--- config.mk ---
export PLATFORM = sky130hd
export DESIGN_NAME = bk_sequencer_flat
export DESIGN_NICKNAME = d
export VERILOG_FILES = /design/src/rtl/bk_sequencer_if.sv /design/src/rtl/bk_sequencer.sv /design/src/flat_wrapper.sv
export SDC_FILE = /design/constraint.sdc
export NUM_CORES = 1
export LEC_CHECK = 0
export BUFFER_PORTS_ARGS = -buffer_cell sky130_fd_sc_hd__buf_2
export CAP_MARGIN = 20
export CELL_PAD_IN_SITES_DETAIL_PLACEMENT = 1
export CELL_PAD_IN_SITES_GLOBAL_PLACEMENT = 2
export CORE_MARGIN = 5
export CORE_UTILIZATION = 25
export CTS_CLUSTER_DIAMETER = 150
export DETAILED_ROUTE_END_ITERATION = 12
export HOLD_SLACK_MARGIN = 0.12
export PLACE_DENSITY_LB_ADDON = 0.1
export RECOVER_POWER = 50
export SYNTH_ARGS = -nofsm -noshare
export SYNTH_HDL_FRONTEND = slang
export SYNTH_SLANG_ARGS = --single-unit
--- constraint.sdc ---
create_clock -name clk_sys -period 1.95 [get_ports clk_sys]
set_input_delay 0.4875 -clock clk_sys [delete_from_list [all_inputs] [get_ports clk_sys]]
set_output_delay 0.4875 -clock clk_sys [all_outputs]
set_load 0.1 [all_outputs]
--- src/rtl/bk_sequencer_if.sv ---
// Sector request/acknowledge bus between the backup-RAM sequencer and the host.
interface bk_sequencer_if;
    logic [31:0] sd_lba;
    logic        sd_rd;
    logic        sd_wr;
    logic        sd_ack;

    modport master (output sd_lba, output sd_rd, output sd_wr, input sd_ack);
    modport slave  (input sd_lba, input sd_rd, input sd_wr, output sd_ack);
endinterface

--- src/rtl/bk_sequencer.sv ---
// Backup-RAM save/load sequencer: walks BLOCKS sectors of a save slot through
// the host sector interface, with ack timeout and abort on a new ROM download.
//
// state | meaning
// ------+----------------------------------------------------------
// IDLE  | no transfer; sd_lba holds the last sector used
// REQ   | sd_rd or sd_wr asserted, waiting for sd_ack rise (timed)
// XFER  | host moving the sector, waiting for sd_ack fall
module bk_sequencer #(
    parameter int BLOCKS = 64,
    parameter int TO_W   = 20
) (
    input  logic           clk_sys,
    input  logic           reset,
    input  logic           downloading,
    input  logic           img_mounted,
    input  logic [31:0]    img_size,
    input  logic           bk_load,
    input  logic           bk_save,
    input  logic [1:0]     slot,
    bk_sequencer_if.master bus,
    output logic           bk_ena,
    output logic           busy,
    output logic           loading,
    output logic           done,
    output logic           timeout
);
    localparam int LB = $clog2(BLOCKS);
    localparam logic [LB-1:0]   BLK_LAST = {LB{1'b1}};
    // abort fires on the edge where the counter steps onto all-ones
    localparam logic [TO_W-1:0] TO_LAST  = {{(TO_W-1){1'b1}}, 1'b0};

    typedef enum logic [1:0] {IDLE, REQ, XFER} state_t;

    state_t          state;
    logic [TO_W-1:0] to_cnt;
    logic            ack_q, load_q, save_q, dl_q;
    logic            load_g, save_g;
    logic            load_edge, save_edge, ack_rise, ack_fall, dl_rise;

    assign load_g    = bk_load & bk_ena;
    assign save_g    = bk_save & bk_ena;
    assign load_edge = load_g & ~load_q;
    assign save_edge = save_g & ~save_q;
    assign ack_rise  = bus.sd_ack & ~ack_q;
    assign ack_fall  = ~bus.sd_ack & ack_q;
    assign dl_rise   = downloading & ~dl_q;

    always_ff @(posedge clk_sys) begin
        if (reset) begin
            state      <= IDLE;
            to_cnt     <= '0;
            ack_q      <= 1'b0;
            load_q     <= 1'b0;
            save_q     <= 1'b0;
            dl_q       <= 1'b0;
            bus.sd_lba <= '0;
            bus.sd_rd  <= 1'b0;
            bus.sd_wr  <= 1'b0;
            bk_ena     <= 1'b0;
            busy       <= 1'b0;
            loading    <= 1'b0;
            done       <= 1'b0;
            timeout    <= 1'b0;
        end else begin
            ack_q   <= bus.sd_ack;
            load_q  <= load_g;
            save_q  <= save_g;
            dl_q    <= downloading;
            done    <= 1'b0;
            timeout <= 1'b0;

            // mount is written last so it overrides the download clear
            if (dl_rise)
                bk_ena <= 1'b0;
            if (downloading && img_mounted && (img_size != 32'd0))
                bk_ena <= 1'b1;

            if (dl_rise && busy) begin
                bus.sd_rd <= 1'b0;
                bus.sd_wr <= 1'b0;
                busy      <= 1'b0;
                loading   <= 1'b0;
                state     <= IDLE;
            end else begin
                case (state)
                    IDLE: begin
                        if (load_edge || save_edge) begin
                            bus.sd_lba <= 32'(slot) << LB;
                            loading    <= load_edge;
                            bus.sd_rd  <= load_edge;
                            bus.sd_wr  <= ~load_edge;
                            busy       <= 1'b1;
                            to_cnt     <= '0;
                            state      <= REQ;
                        end
                    end
                    REQ: begin
                        if (ack_rise) begin
                            bus.sd_rd <= 1'b0;
                            bus.sd_wr <= 1'b0;
                            state     <= XFER;
                        end else if (to_cnt == TO_LAST) begin
                            to_cnt    <= to_cnt + TO_W'(1);
                            bus.sd_rd <= 1'b0;
                            bus.sd_wr <= 1'b0;
                            busy      <= 1'b0;
                            timeout   <= 1'b1;
                            state     <= IDLE;
                        end else begin
                            to_cnt <= to_cnt + TO_W'(1);
                        end
                    end
                    XFER: begin
                        if (ack_fall) begin
                            if (bus.sd_lba[LB-1:0] == BLK_LAST) begin
                                done    <= 1'b1;
                                busy    <= 1'b0;
                                loading <= 1'b0;
                                state   <= IDLE;
                            end else begin
                                // only the sector bits count; slot bits stay put
                                bus.sd_lba[LB-1:0] <= bus.sd_lba[LB-1:0] + LB'(1);
                                bus.sd_rd          <= loading;
                                bus.sd_wr          <= ~loading;
                                to_cnt             <= '0;
                                state              <= REQ;
                            end
                        end
                    end
                    default: state <= IDLE;
                endcase
            end
        end
    end
endmodule
--- src/flat_wrapper.sv ---
// flat-port wrapper written by rule: the top's interface ports become plain ports
module bk_sequencer_flat 
#(
    parameter int BLOCKS = 64,
    parameter int TO_W   = 20
)
  (clk_sys, reset, downloading, img_mounted, img_size, bk_load, bk_save, slot, bk_ena, busy, loading, done, timeout, bus_sd_lba, bus_sd_rd, bus_sd_wr, bus_sd_ack);
  bk_sequencer_if bus_i ();
  input  logic clk_sys;
  input  logic reset;
  input  logic downloading;
  input  logic img_mounted;
  input  logic [31:0] img_size;
  input  logic bk_load;
  input  logic bk_save;
  input  logic [1:0] slot;
  output logic bk_ena;
  output logic busy;
  output logic loading;
  output logic done;
  output logic timeout;
  output wire logic [$bits(bus_i.sd_lba)-1:0] bus_sd_lba;
  output wire logic [$bits(bus_i.sd_rd)-1:0] bus_sd_rd;
  output wire logic [$bits(bus_i.sd_wr)-1:0] bus_sd_wr;
  input wire logic [$bits(bus_i.sd_ack)-1:0] bus_sd_ack;
  assign bus_sd_lba = bus_i.sd_lba;
  assign bus_sd_rd = bus_i.sd_rd;
  assign bus_sd_wr = bus_i.sd_wr;
  assign bus_i.sd_ack = bus_sd_ack;
  bk_sequencer #(.BLOCKS(BLOCKS), .TO_W(TO_W)) u_core (.clk_sys(clk_sys), .reset(reset), .downloading(downloading), .img_mounted(img_mounted), .img_size(img_size), .bk_load(bk_load), .bk_save(bk_save), .slot(slot), .bus(bus_i), .bk_ena(bk_ena), .busy(busy), .loading(loading), .done(done), .timeout(timeout));
endmodule
======== Yosys cells after proc, flatten, opt, wreduce, memory -nomap -nowiden ========
Cells that the tools add are included.
cells by class
  add/sub/neg operators ................... 2
  equality and inequality tests ........... 11
  mux-type cells .......................... 35
  bitwise gates (word level) .............. 18
  reductions and logical operators ........ 19
operator list
  cell                   count
  $mux 20                4
  $pmux 20 s3            1
  $reduce_bool 32->1     1
  $add 20x1->20 const B  1
  $eq 20x20->1 const B   1
  $mux 6                 3
  $mux 1                 17
  $pmux 6 s2             1
  $reduce_and 6->1       2
  $not 1->1              11
  $reduce_and 5->1       2
  $pmux 1 s3             3
  $mux 2                 4
  $ne 2x1->1 const B     4
  $reduce_or 4->1        2
  $and 1x1->1            7
  $add 6x1->6 const B    1
  $eq 6x6->1 const B     1
  $pmux 2 s3             1
  $reduce_and 3->1       2
  $ne 2x2->1 const B     2
  $reduce_and 4->1       1
  $reduce_bool 2->1      2
  $logic_and 1x1->1      3
  8 further kinds        8
storage, ports and cells
  register bits after elaboration ......... 41
  input port bits ......................... 41
  output and inout port bits .............. 39
  logic and storage cells ................. 100

======== Logic depth before layout (Yosys ltp) ========
  depth in word-level cells ............... 5
  depth in mapped cells ................... 9
  gate-level depth less buffers ........... 7

======== Worst setup path after synthesis ========
OpenSTA, ideal clock, no wires.
  path kind ............................... register to register
  start ................................... register u_core.bus.sd_lba[0]
  end ..................................... register u_core.to_cnt[13]
  setup time .............................. 115 ps
  arrival ................................. 2,502 ps
  data required time ...................... 1,835 ps
  setup slack ............................. -667 ps
  cell stages (with the launch flop) ...... 9
  buffers on the path ..................... 2
  period minus slack after synthesis ...... 2,617 ps
  path through ............................ dfxtp_1 ha_1 and4_4 and3_4 a211o_1 buf_6 clkbuf_1 nor3_1 o21ba_2
between the ends
  longest elaborated chain between the ends .. 3
RTL lines
  item                              line                  source
  start: declaration                bk_sequencer_if.sv:8  modport master (output sd_lba, output sd_rd, output sd_wr, input sd_ack);
  start signal: assignment          bk_sequencer.sv:89    bus.sd_lba <= 32'(slot) << LB;
  start signal: indexed assignment  bk_sequencer.sv:123   bus.sd_lba[LB-1:0] <= bus.sd_lba[LB-1:0] + LB'(1);
  $eq 6x6->1                        bk_sequencer.sv:116   if (bus.sd_lba[LB-1:0] == BLK_LAST) begin
  $ne 2x2->1 (no line)              -
  $reduce_and 6->1 (no line)        -
  end signal: assignment            bk_sequencer.sv:104   to_cnt <= to_cnt + TO_W'(1);
  end signal: assignment            bk_sequencer.sv:111   to_cnt <= to_cnt + TO_W'(1);
  end: declaration                  bk_sequencer.sv:36    logic [TO_W-1:0] to_cnt;
No other way between the ends.
A chain may end at the register's enable or synchronous reset.

======== Worst setup path after layout ========
  start ................................... register u_core.bus.sd_lba[1]
  end ..................................... register u_core.to_cnt[6]
The elaborated chain is that of the path after synthesis.

==> flow_metrics.py <==
metrics = {
    "clock_network": {
        "hold_buffers": 0,
        "clock-root-buffer": "clkbuf_8",
        "clk_pin_slew_worst_paths_ns": 0.08,
        "clk_path_buf_depth": 2,
        "htree_num_levels": 2,
        "cts.sinks": 41,
        "clk-insertion-delay-late_ns": 0.29,
        "cts_inserted_buffers": 5,
        "cts_tree": "yes",
    },
    "worst_setup_path": {
        "cp-start-kind": "flip-flop",
        "required_ns": 2.13,
        "r2r_cells": 7,
        "critical_path_class": "flip-flop to flip-flop",
        "critical_path_arrival_ns": 2.14,
        "worst_r2r_endpoint": "u_core.to_cnt[6]$_SDFFE_PP0P_",
        "r2r-start": "u_core.bus.sd_lba[1]$_SDFFE_PP0P_",
        "reg2reg_slack_ns": -0.006,
        "path_max_fanout": 13,
        "end_kind": "flip-flop",
    },
    "floorplan": {
        "coreArea_sq_um": 9284,
        "die_w_um": 108.0,
        "rows": 35,
        "start_util_pct": 25.88,
        "fp.dieH_um": 108.0,
        "die-area_sq_um": 11670,
        "ios": 80,
    },
    "layout": {
        "fin_area_sq_um": 3552,
        "final_cells": 547,
        "largest_reg_flops": 20,
        "biggestRegsByFlops": "u_core.to_cnt: 20 flops, u_core.bus.sd_lba: 8 flops, u_core.state: 2 flops",
        "drive_gt1_share_pct": 41.15,
        "seq_area_sq_um": 849.6,
        "syn_to_final_growth_pct": 47.86,
        "layout.nets": 465,
        "multiInputGateArea_sq_um": 1559,
        "final_cell_mix": "buf_4 (60), buf_2 (41), a21oi_1 (30)",
        "top_register": "u_core.to_cnt",
        "diodes": 0,
        "fillCellCount": 1152,
        "final_common_cell": "buf_4",
    },
    "pwr": {
        "ir_drop_v": 0.0005025,
        "powerDensity_nw_per_um2": 804.7,
        "p_leak_uw": 0.001464,
    },
    "place": {
        "gp_congestion": 0.7376,
        "placedCellCount": 536,
        "port_buffers": 55,
        "postPlaceCellArea_sq_um": 3252,
        "dpl.hpwl_um": 6075,
    },
    "routing": {
        "vias_per_cell": 4.722,
        "drtAntennaViolNets": 0,
        "wl_per_cell_um": 14.37,
        "firstDrtPassIters": 4,
        "drcViolationCount": 0,
        "wirelength_um": 7860,
        "drt_iter0_drc": 39,
        "vias": 2583,
    },
    "min_path": {
        "hp-start": "slot[1]",
        "min_path_cells": 3,
        "hold_class": "input port to flip-flop",
        "hold_end": "u_core.bus.sd_lba[7]$_SDFFE_PP0P_",
    },
    "global_route": {
        "grt_max_degree": 15,
        "grt_pass1_wl_um": 12520,
        "grt_util_met1_pct": 15.68,
        "grt_antenna_before_repair": 0,
        "grtUsageMet2_pct": 24.60,
        "grt-ovfl-total": 0,
        "gr-usage-met3_pct": 3.582,
        "grt.total_usage_pct": 13.34,
        "grt.busiest_layer": "met2",
        "grt_pass1_vias": 2649,
    },
    "status": {
        "status": "complete, but fails checks",
        "violations": "setup timing",
    },
    "yosys": {
        "yosys_warnings": 0,
        "ys_types": 49,
        "yosysSeqAreaShare_pct": 34.17,
        "yosysTopAreaCellShare_pct": 34.17,
        "synth_enable_flop_cells": 0,
        "ys_ff_latch": 41,
        "synthTopCellsByArea": "dfxtp_1 (34%), buf_4 (7.5%), a21oi_1 (6.9%)",
        "async_reset_ff_share_pct": 0,
        "syn_area_sq_um": 2402,
        "synthCells": 299,
        "yosys.area.top_type": "dfxtp_1",
        "avgSynthCellArea_sq_um": 8.034,
        "synth_ff_type": "dfxtp_1",
    },
    "flow_run": {
        "drv_cap": 0,
    },
    "sta": {
        "finClkSkew_ns": 0.007381,
        "fin_crit_sh_pct": 100.3,
        "final_hold_viol_count": 0,
        "worstMarginPinSlew_ns": 0.7010,
        "setup_slack_ns": -0.006499,
        "slew_headroom_pct": 53.26,
        "holdWs_ns": 0.4180,
        "finalSetupViolCount": 1,
        "drv_slew": 0,
        "fmax_ghz": 0.5111,
        "period_minus_slack_ns": 1.956,
        "grt_setup_unrepaired": "yes",
    },
}
synthesized netlist by cell type (4+ instances only):
library cell  number
nor4_1            11
nor2_1             9
clkbuf_1           7
nand3_1           10
inv_1             12
a21o_1             4
ha_1               7
nand2_1           21
and3_1             4
dfxtp_1           41
a21oi_1           33
or3_1             15
buf_4             24
o21ai_0           22
nand4_1           15
or4_1              6
o31ai_1            6
cell type report:
cell class / instances / area share [%]
sequential: 41 / 23.92
clock inverter: 3 / 0.3522
tap: 129 / 4.544
clock buffer: 5 / 1.937
timing repair buffer: 123 / 24.09
multi-input combinational: 234 / 43.89
inverter: 12 / 1.268
stage by stage:
step	setup TNS, ns	setup slack, ns	power (uW)	util (%)
global placement	-1.806	-0.3033	2148	35.03
finish	-0.006499	-0.006499	2858	38.26
floorplan	-0.8256	-0.1034	1768	-
detailed placement	-2.189	-0.2992	2159	35.03
CTS	-0.01992	-0.01784	2866	37.08
global route	-0.1612	-0.06831	3035	38.26
where the power goes:
group | leakage, uW | internal, uW | switching [uW] | total [uW]
clock | 0.0000430 | 242 | 307 | 549
combinational | 0.00108 | 537 | 850 | 1390
sequential | 0.000340 | 885 | 37.1 | 922
worst max-delay path, cell delays in order (launching register included):
cell and delay (ns):
dfxtp_4 0.36, ha_4 0.15, and4_4 0.19, and3_4 0.17, a211o_4 0.32, bufbuf_16 0.30
o31ai_2 0.27, a21oi_2 0.09
how the worst max path moves through the flow:
stage / start / endpoint / slack [ns] / cells past startpoint
2_1_floorplan: u_core.bus.sd_lba[1]$_SDFFE_PP0P_ / u_core.to_cnt[2]$_SDFFE_PP0P_ / -0.10 / 7
3_3_place_gp: bk_save / u_core.bus.sd_rd$_SDFFE_PP0P_ / -0.30 / 8
3_5_place_dp: bk_save / u_core.bus.sd_rd$_SDFFE_PP0P_ / -0.30 / 8
4_1_cts: u_core.to_cnt[0]$_SDFFE_PP0P_ / u_core.busy$_SDFFE_PP0P_ / -0.02 / 7
5_1_grt: u_core.bus.sd_lba[1]$_SDFFE_PP0P_ / u_core.to_cnt[6]$_SDFFE_PP0P_ / -0.07 / 7
6_report: u_core.bus.sd_lba[1]$_SDFFE_PP0P_ / u_core.to_cnt[6]$_SDFFE_PP0P_ / -0.006 / 7
layer usage:
metal	up-vias	share of wire, %
li1	1303	-
met1	1210	43
met2	62	51
met3	8	5.7
met4	0	0.78
met5	-	0
cell families after synthesis:
logic type,Yosys count,share of synthesized area (%)
AOI/OAI and AO/OA,83,20.73
DFF,41,34.17
and+or+nand+nor,117,28.18
muxes,3,1.302
adders and majority gates,7,3.646
buffers and inverters,47,11.82
other,1,0.1561
repair_timing:
| action | CTS | global route |
|---|---|---|
| setup buffers | 0 | 2 |
| pin swaps | 3 | 8 |
| resized for setup | 17 | 20 |
| endpoints found under the setup margin | 24 | 19 |
| cloned | 1 | 0 |
Power figures use the tool's default switching activity.
